### src/rtl/alu_pkg.sv
// rtl/alu_pkg.sv - ALU control codes and port ids shared by the ALU arbiter slice
package alu_pkg;
  localparam int CTRL_W = 6;

  localparam logic [CTRL_W-1:0] ALU_ADD  = 6'b000000;
  localparam logic [CTRL_W-1:0] ALU_SLL  = 6'b000001;
  localparam logic [CTRL_W-1:0] ALU_SLT  = 6'b000010;
  localparam logic [CTRL_W-1:0] ALU_XOR  = 6'b000100;
  localparam logic [CTRL_W-1:0] ALU_SRL  = 6'b000101;
  localparam logic [CTRL_W-1:0] ALU_OR   = 6'b000110;
  localparam logic [CTRL_W-1:0] ALU_AND  = 6'b000111;
  localparam logic [CTRL_W-1:0] ALU_SUB  = 6'b001000;
  localparam logic [CTRL_W-1:0] ALU_SRA  = 6'b001101;
  localparam logic [CTRL_W-1:0] ALU_BEQ  = 6'b010000;
  localparam logic [CTRL_W-1:0] ALU_BNE  = 6'b010001;
  localparam logic [CTRL_W-1:0] ALU_BGE  = 6'b010101;
  localparam logic [CTRL_W-1:0] ALU_JALR = 6'b111111;

  localparam logic P_EXE = 1'b0;
  localparam logic P_AUX = 1'b1;
endpackage

### src/rtl/alu.sv
// rtl/alu.sv - combinational ALU: arithmetic/logic result plus compare flag
module alu #(
  parameter int DATA_W = 32,
  parameter int CTRL_W = alu_pkg::CTRL_W
) (
  input  logic [CTRL_W-1:0] alu_control,
  input  logic [DATA_W-1:0] operand_a,
  input  logic [DATA_W-1:0] operand_b,
  output logic [DATA_W-1:0] alu_result,
  output logic              branch
);
  import alu_pkg::*;

  localparam int SH_W = $clog2(DATA_W);

  logic [SH_W-1:0] shamt;
  assign shamt = operand_b[SH_W-1:0];

  always_comb begin
    alu_result = '0;
    branch     = 1'b0;
    case (alu_control)
      ALU_ADD:  alu_result = operand_a + operand_b;
      ALU_SUB:  alu_result = operand_a - operand_b;
      ALU_SLL:  alu_result = operand_a << shamt;
      ALU_SRL:  alu_result = operand_a >> shamt;
      ALU_SRA:  alu_result = $signed(operand_a) >>> shamt;
      ALU_SLT:  alu_result = {{(DATA_W-1){1'b0}}, $signed(operand_a) < $signed(operand_b)};
      ALU_XOR:  alu_result = operand_a ^ operand_b;
      ALU_OR:   alu_result = operand_a | operand_b;
      ALU_AND:  alu_result = operand_a & operand_b;
      ALU_BEQ:  branch = (operand_a == operand_b);
      ALU_BNE:  branch = (operand_a != operand_b);
      ALU_BGE:  branch = ($signed(operand_a) >= $signed(operand_b));
      ALU_JALR: alu_result = operand_a;
      default:  ;
    endcase
  end
endmodule

### src/rtl/rr_arb2.sv
// rtl/rr_arb2.sv - 2-way grant, round-robin on ties or fixed priority to port 0
module rr_arb2 #(
  parameter bit RR_EN = 1'b1
) (
  input  logic       clock,
  input  logic       reset,
  input  logic [1:0] req,
  output logic [1:0] grant
);
  // prio names the port that wins the next tie; it flips away from each winner
  logic prio;

  always_comb begin
    grant = 2'b00;
    case (req)
      2'b01:   grant = 2'b01;
      2'b10:   grant = 2'b10;
      2'b11:   grant = (RR_EN && prio) ? 2'b10 : 2'b01;
      default: grant = 2'b00;
    endcase
  end

  always_ff @(posedge clock or negedge reset) begin
    if (!reset)
      prio <= 1'b0;
    else if (|grant)
      prio <= grant[0];
  end
endmodule

### src/rtl/alu_share_arbiter.sv
// rtl/alu_share_arbiter.sv - shares one ALU between execute and aux ports via a 2-stage issue/result pipe
module alu_share_arbiter #(
  parameter int DATA_W = 32,
  parameter int CTRL_W = alu_pkg::CTRL_W,
  parameter bit RR_EN  = 1'b1
) (
  input  logic              clock,
  input  logic              reset,
  input  logic              p0_valid,
  output logic              p0_ready,
  input  logic [CTRL_W-1:0] p0_ctrl,
  input  logic              p0_branch_op,
  input  logic [DATA_W-1:0] p0_a,
  input  logic [DATA_W-1:0] p0_b,
  output logic              p0_rsp_valid,
  input  logic              p0_rsp_ready,
  output logic [DATA_W-1:0] p0_result,
  output logic              p0_branch,
  input  logic              p1_valid,
  output logic              p1_ready,
  input  logic [CTRL_W-1:0] p1_ctrl,
  input  logic              p1_branch_op,
  input  logic [DATA_W-1:0] p1_a,
  input  logic [DATA_W-1:0] p1_b,
  output logic              p1_rsp_valid,
  input  logic              p1_rsp_ready,
  output logic [DATA_W-1:0] p1_result,
  output logic              p1_branch
);
  import alu_pkg::*;

  logic [1:0]        elig, grant, drain;
  logic              issue_vld, issue_own, issue_bop;
  logic [CTRL_W-1:0] issue_ctrl;
  logic [DATA_W-1:0] issue_a, issue_b;
  logic [DATA_W-1:0] alu_result;
  logic              alu_branch;
  logic [1:0]        rsp_vld, rsp_br;
  logic [DATA_W-1:0] rsp_res [2];

  assign drain = {p1_rsp_valid & p1_rsp_ready, p0_rsp_valid & p0_rsp_ready};

  // One outstanding op per port: not in the issue stage, and its slot free or freeing now
  assign elig[0] = p0_valid & ~(issue_vld & (issue_own == P_EXE)) & (~p0_rsp_valid | drain[0]);
  assign elig[1] = p1_valid & ~(issue_vld & (issue_own == P_AUX)) & (~p1_rsp_valid | drain[1]);

  rr_arb2 #(.RR_EN(RR_EN)) u_arb (
    .clock (clock),
    .reset (reset),
    .req   (elig),
    .grant (grant)
  );

  assign p0_ready = grant[0];
  assign p1_ready = grant[1];

  always_ff @(posedge clock or negedge reset) begin
    if (!reset) begin
      issue_vld  <= 1'b0;
      issue_own  <= P_EXE;
      issue_bop  <= 1'b0;
      issue_ctrl <= '0;
      issue_a    <= '0;
      issue_b    <= '0;
    end else begin
      issue_vld <= |grant;
      if (grant[1]) begin
        issue_own  <= P_AUX;
        issue_bop  <= p1_branch_op;
        issue_ctrl <= p1_ctrl;
        issue_a    <= p1_a;
        issue_b    <= p1_b;
      end else if (grant[0]) begin
        issue_own  <= P_EXE;
        issue_bop  <= p0_branch_op;
        issue_ctrl <= p0_ctrl;
        issue_a    <= p0_a;
        issue_b    <= p0_b;
      end
    end
  end

  alu #(.DATA_W(DATA_W), .CTRL_W(CTRL_W)) u_alu (
    .alu_control (issue_ctrl),
    .operand_a   (issue_a),
    .operand_b   (issue_b),
    .alu_result  (alu_result),
    .branch      (alu_branch)
  );

  // A retiring op refills its slot even when that slot drains on the same edge
  always_ff @(posedge clock or negedge reset) begin
    if (!reset) begin
      rsp_vld    <= 2'b00;
      rsp_br     <= 2'b00;
      rsp_res[0] <= '0;
      rsp_res[1] <= '0;
    end else begin
      for (int n = 0; n < 2; n++) begin
        if (issue_vld && (issue_own == 1'(n))) begin
          rsp_vld[n] <= 1'b1;
          rsp_res[n] <= alu_result;
          rsp_br[n]  <= alu_branch & issue_bop;
        end else if (drain[n]) begin
          rsp_vld[n] <= 1'b0;
        end
      end
    end
  end

  assign p0_rsp_valid = rsp_vld[0];
  assign p1_rsp_valid = rsp_vld[1];
  assign p0_result    = rsp_res[0];
  assign p1_result    = rsp_res[1];
  assign p0_branch    = rsp_br[0];
  assign p1_branch    = rsp_br[1];
endmodule

### config.mk
export PLATFORM = sky130hd
export DESIGN_NAME = alu_share_arbiter
export DESIGN_NICKNAME = d
export VERILOG_FILES = /design/src/rtl/alu_pkg.sv /design/src/rtl/alu.sv /design/src/rtl/rr_arb2.sv /design/src/rtl/alu_share_arbiter.sv
export SDC_FILE = /design/constraint.sdc
export NUM_CORES = 1
export LEC_CHECK = 0
export BUFFER_PORTS_ARGS = -buffer_cell sky130_fd_sc_hd__buf_4
export CAP_MARGIN = 10
export CORE_UTILIZATION = 50
export CTS_BUF_LIST = sky130_fd_sc_hd__clkbuf_4
export DETAILED_ROUTE_END_ITERATION = 10
export PLACE_DENSITY = 0.73
export SYNTH_ARGS = -nofsm -noshare
export SYNTH_HDL_FRONTEND = slang
export SYNTH_HIERARCHICAL = 1
export SYNTH_SLANG_ARGS = --single-unit
### constraint.sdc
create_clock -name clock -period 3.8 [get_ports clock]
set_clock_uncertainty 0.1 [all_clocks]
set_input_delay 0.38 -clock clock [delete_from_list [all_inputs] [get_ports clock]]
set_output_delay 0.38 -clock clock [all_outputs]
set_load 0.05 [all_outputs]
==> out/results.ini <==
[outcome]
status = finished, violations left
failed_checks = setup timing

[timing]
fin_ws_ns = -0.00732
final.setup.tns_ns = -0.0129
timing.final.max_slew_violations = 0
setup_viol = 3
max_freq_mhz = 263
final_hold_viol_count = 0
slew_headroom_pct = 38.6
worst_slew_pin_slew_ns = 0.911
finalCritPeriodShare_pct = 100
min_period_ns = 3.81
rsz0062_at_grt = yes

[clock_network]
numCtsBuffers = 17
h-tree-depth = 4
cts-root-buf = clkbuf_4
cts_tree = yes
clkSinkCount = 142
path_clk_slew_ns = 0.17
cts.path.max_buffers = 2
clk_latency_ns = 0.68

[worst_setup_path]
crit_type = reg2reg
path_max_fanout = 30
rr_worst_depth = 12
start_kind = flip-flop
r2r_start = issue_b[1]
endpoint_kind = flip-flop
r2r_setup_slack_ns = -0.007
arrival_ns = 4.24
reg2reg_to = p1_result[18]
worstPathRequired_ns = 4.23

[synthesis]
syn-instance-count = 1770
synth_top_area_cell = dfrtp_1
synth-seq-area-share_pct = 23.3
syn_nets = 2017
synth_cell_types = 100
avgSynthCellArea_sq_um = 8.60
yosys_warnings = 6
async_flop_share_pct = 100
synth_area_sq_mm = 0.0152
ys.flop_type = dfrtp_1
synth_area_leaders = dfrtp_1 (23%), ha_1 (8.0%), mux2i_1 (7.1%)
synthTopCellsByCount = nand2_1 (172), nor2_1 (145), o21ai_0 (143)
synth_top_area_share_pct = 23.3
synth_edf_count = 0
yosysMostFrequentCell = nand2_1
yosys_register_bits = 142

[detailed_routing]
routedWlPerCell_um = 26.1
drt-initial-drc-count = 2395
ant_nets = 0
detail_route.first_pass.iterations = 6
finalWirelength_um = 67200
drcViolationCount = 0
vias = 17069
routed_via_density = 6.62

[hold_path]
hold_depth = 3
hold-path-endpoint = issue_a[14]
min-delay-start = p0_a[14]
hold_path_class = in2reg

[floorplanning]
fp-row-count = 63
initial_core_util_pct = 51.1
die_y_um = 177
design.core.area_sq_mm = 0.0298
dieWidth_um = 177
die-area_sq_mm = 0.0312
io_pins = 218

[placed_design]
dp.cells = 2404
place_area_sq_mm = 0.0179
gp_congestion = 1.06
io_buffers = 217
hpwl_um = 50300

[grt]
grt_max_degree = 80
grt_pass1_wl_um = 99900
antenna_found_initial = 6
gr-usage-all-layers_pct = 43.2
overflow = 0
grt_pass1_vias = 16410

[finish]
regArea_sq_mm = 0.00356
fin_area_sq_mm = 0.0197
fillers = 2511
syn_to_final_growth_pct = 29.0
multi_input_comb_area_sq_mm = 0.0106
drive_above_1_share_pct = 26.5
fin_nets = 2422
layout.cells.non_filler = 2580

[flow_run]
maxCapViolCount = 0

per-stage QoR:
stage,setup WS (ns),util (%),hold WS (ns)
after floorplan,0.00298,-,-0.0156
after global placement,0.106,60.0,0.374
after detailed placement,0.0693,60.0,0.381
after CTS,0.0145,65.7,0.0207
after global routing,-0.0332,65.9,0.0419
final,-0.00732,65.9,0.0604
layer usage:
metal	part of all wire, %	GRT usage [%]
met3	12	10.5
met2	44	65.7
met4	4.7	19.2
met1	40	57.9
met5	0.019	0
worst max-delay path by stage:
| stage | startpoint | endpoint | slack (ns) |
|---|---|---|---|
| finish | issue_b[1] | p1_result[18] | -0.007 |
| global route | issue_b[19] | p0_result[31] | -0.03 |
| CTS | issue_a[6] | p1_result[31] | 0.01 |
| detailed placement | issue_b[0] | p1_result[24] | 0.07 |
| global placement | issue_b[1] | p1_result[30] | 0.11 |
| floorplan | issue_b[3] | p1_result[29] | 0.003 |
logic make-up after synthesis:
logic type | synth area share, %
flops | 23.3
simple gates | 14.0
xor+xnor | 0.805
buf+inv | 7.73
mux | 21.2
fa+ha+maj | 8.23
compound gates | 24.6
layout make-up:
type	instances	share of cell area (%)
flip-flops and latches	142	18.1
clock buffers	19	0.726
repair buffers	516	21.8
multi-input cells	1392	53.9
clock inverters	13	0.834
diodes	2	0.0255
well taps	390	2.48
inverters	106	2.09
placed cells by master, fill, tap and decap left out, types with 29 or more instances in the layout:
master / netlist / layout
o21ai_0: 143 / 143
dlygate4sd3_1: 0 / 139
nand3_1: 41 / 41
dfrtp_1: 142 / 138
nand2_1: 172 / 172
mux2_4: 29 / 29
buf_4: 10 / 370
nor2_1: 145 / 145
ha_1: 97 / 97
inv_1: 99 / 98
mux4_2: 40 / 40
a21oi_1: 124 / 122
mux2i_1: 108 / 107
mux2_2: 49 / 49
critical path: stages (launching register included):
cell and delay (ns):
dfrtp_4 0.44, buf_4 0.21, buf_6 0.31, mux2_2 0.40, nand2_1 0.07, o21ai_0 0.21
nor2_1 0.15, a21oi_1 0.08, a21oi_1 0.40, o221ai_1 0.21, a221oi_1 0.57, o21ai_1 0.19
mux2_2 0.30
what timing repair did:
action	4_1_cts	5_1_grt
resized for setup	0	13
buffers inserted	0	3
endpoints found under the setup margin	0	26
hold buffers	139	0
hold endpoints to repair	150	0
flip-flops by register name, summed over array words and instances, names as in the netlist:
| name | flops |
|---|---|
| issue_a | 32 |
| issue_b | 32 |
| issue_bop | 1 |
| issue_ctrl | 6 |
| issue_own | 1 |
| issue_vld | 1 |
| p0_result | 32 |
| p1_result | 32 |
| rsp_br | 2 |
| rsp_vld | 2 |
| u_arb/prio | 1 |
Power is not shown: default switching activity piles up to over one toggle a cycle in this logic, so the estimate is an artifact.
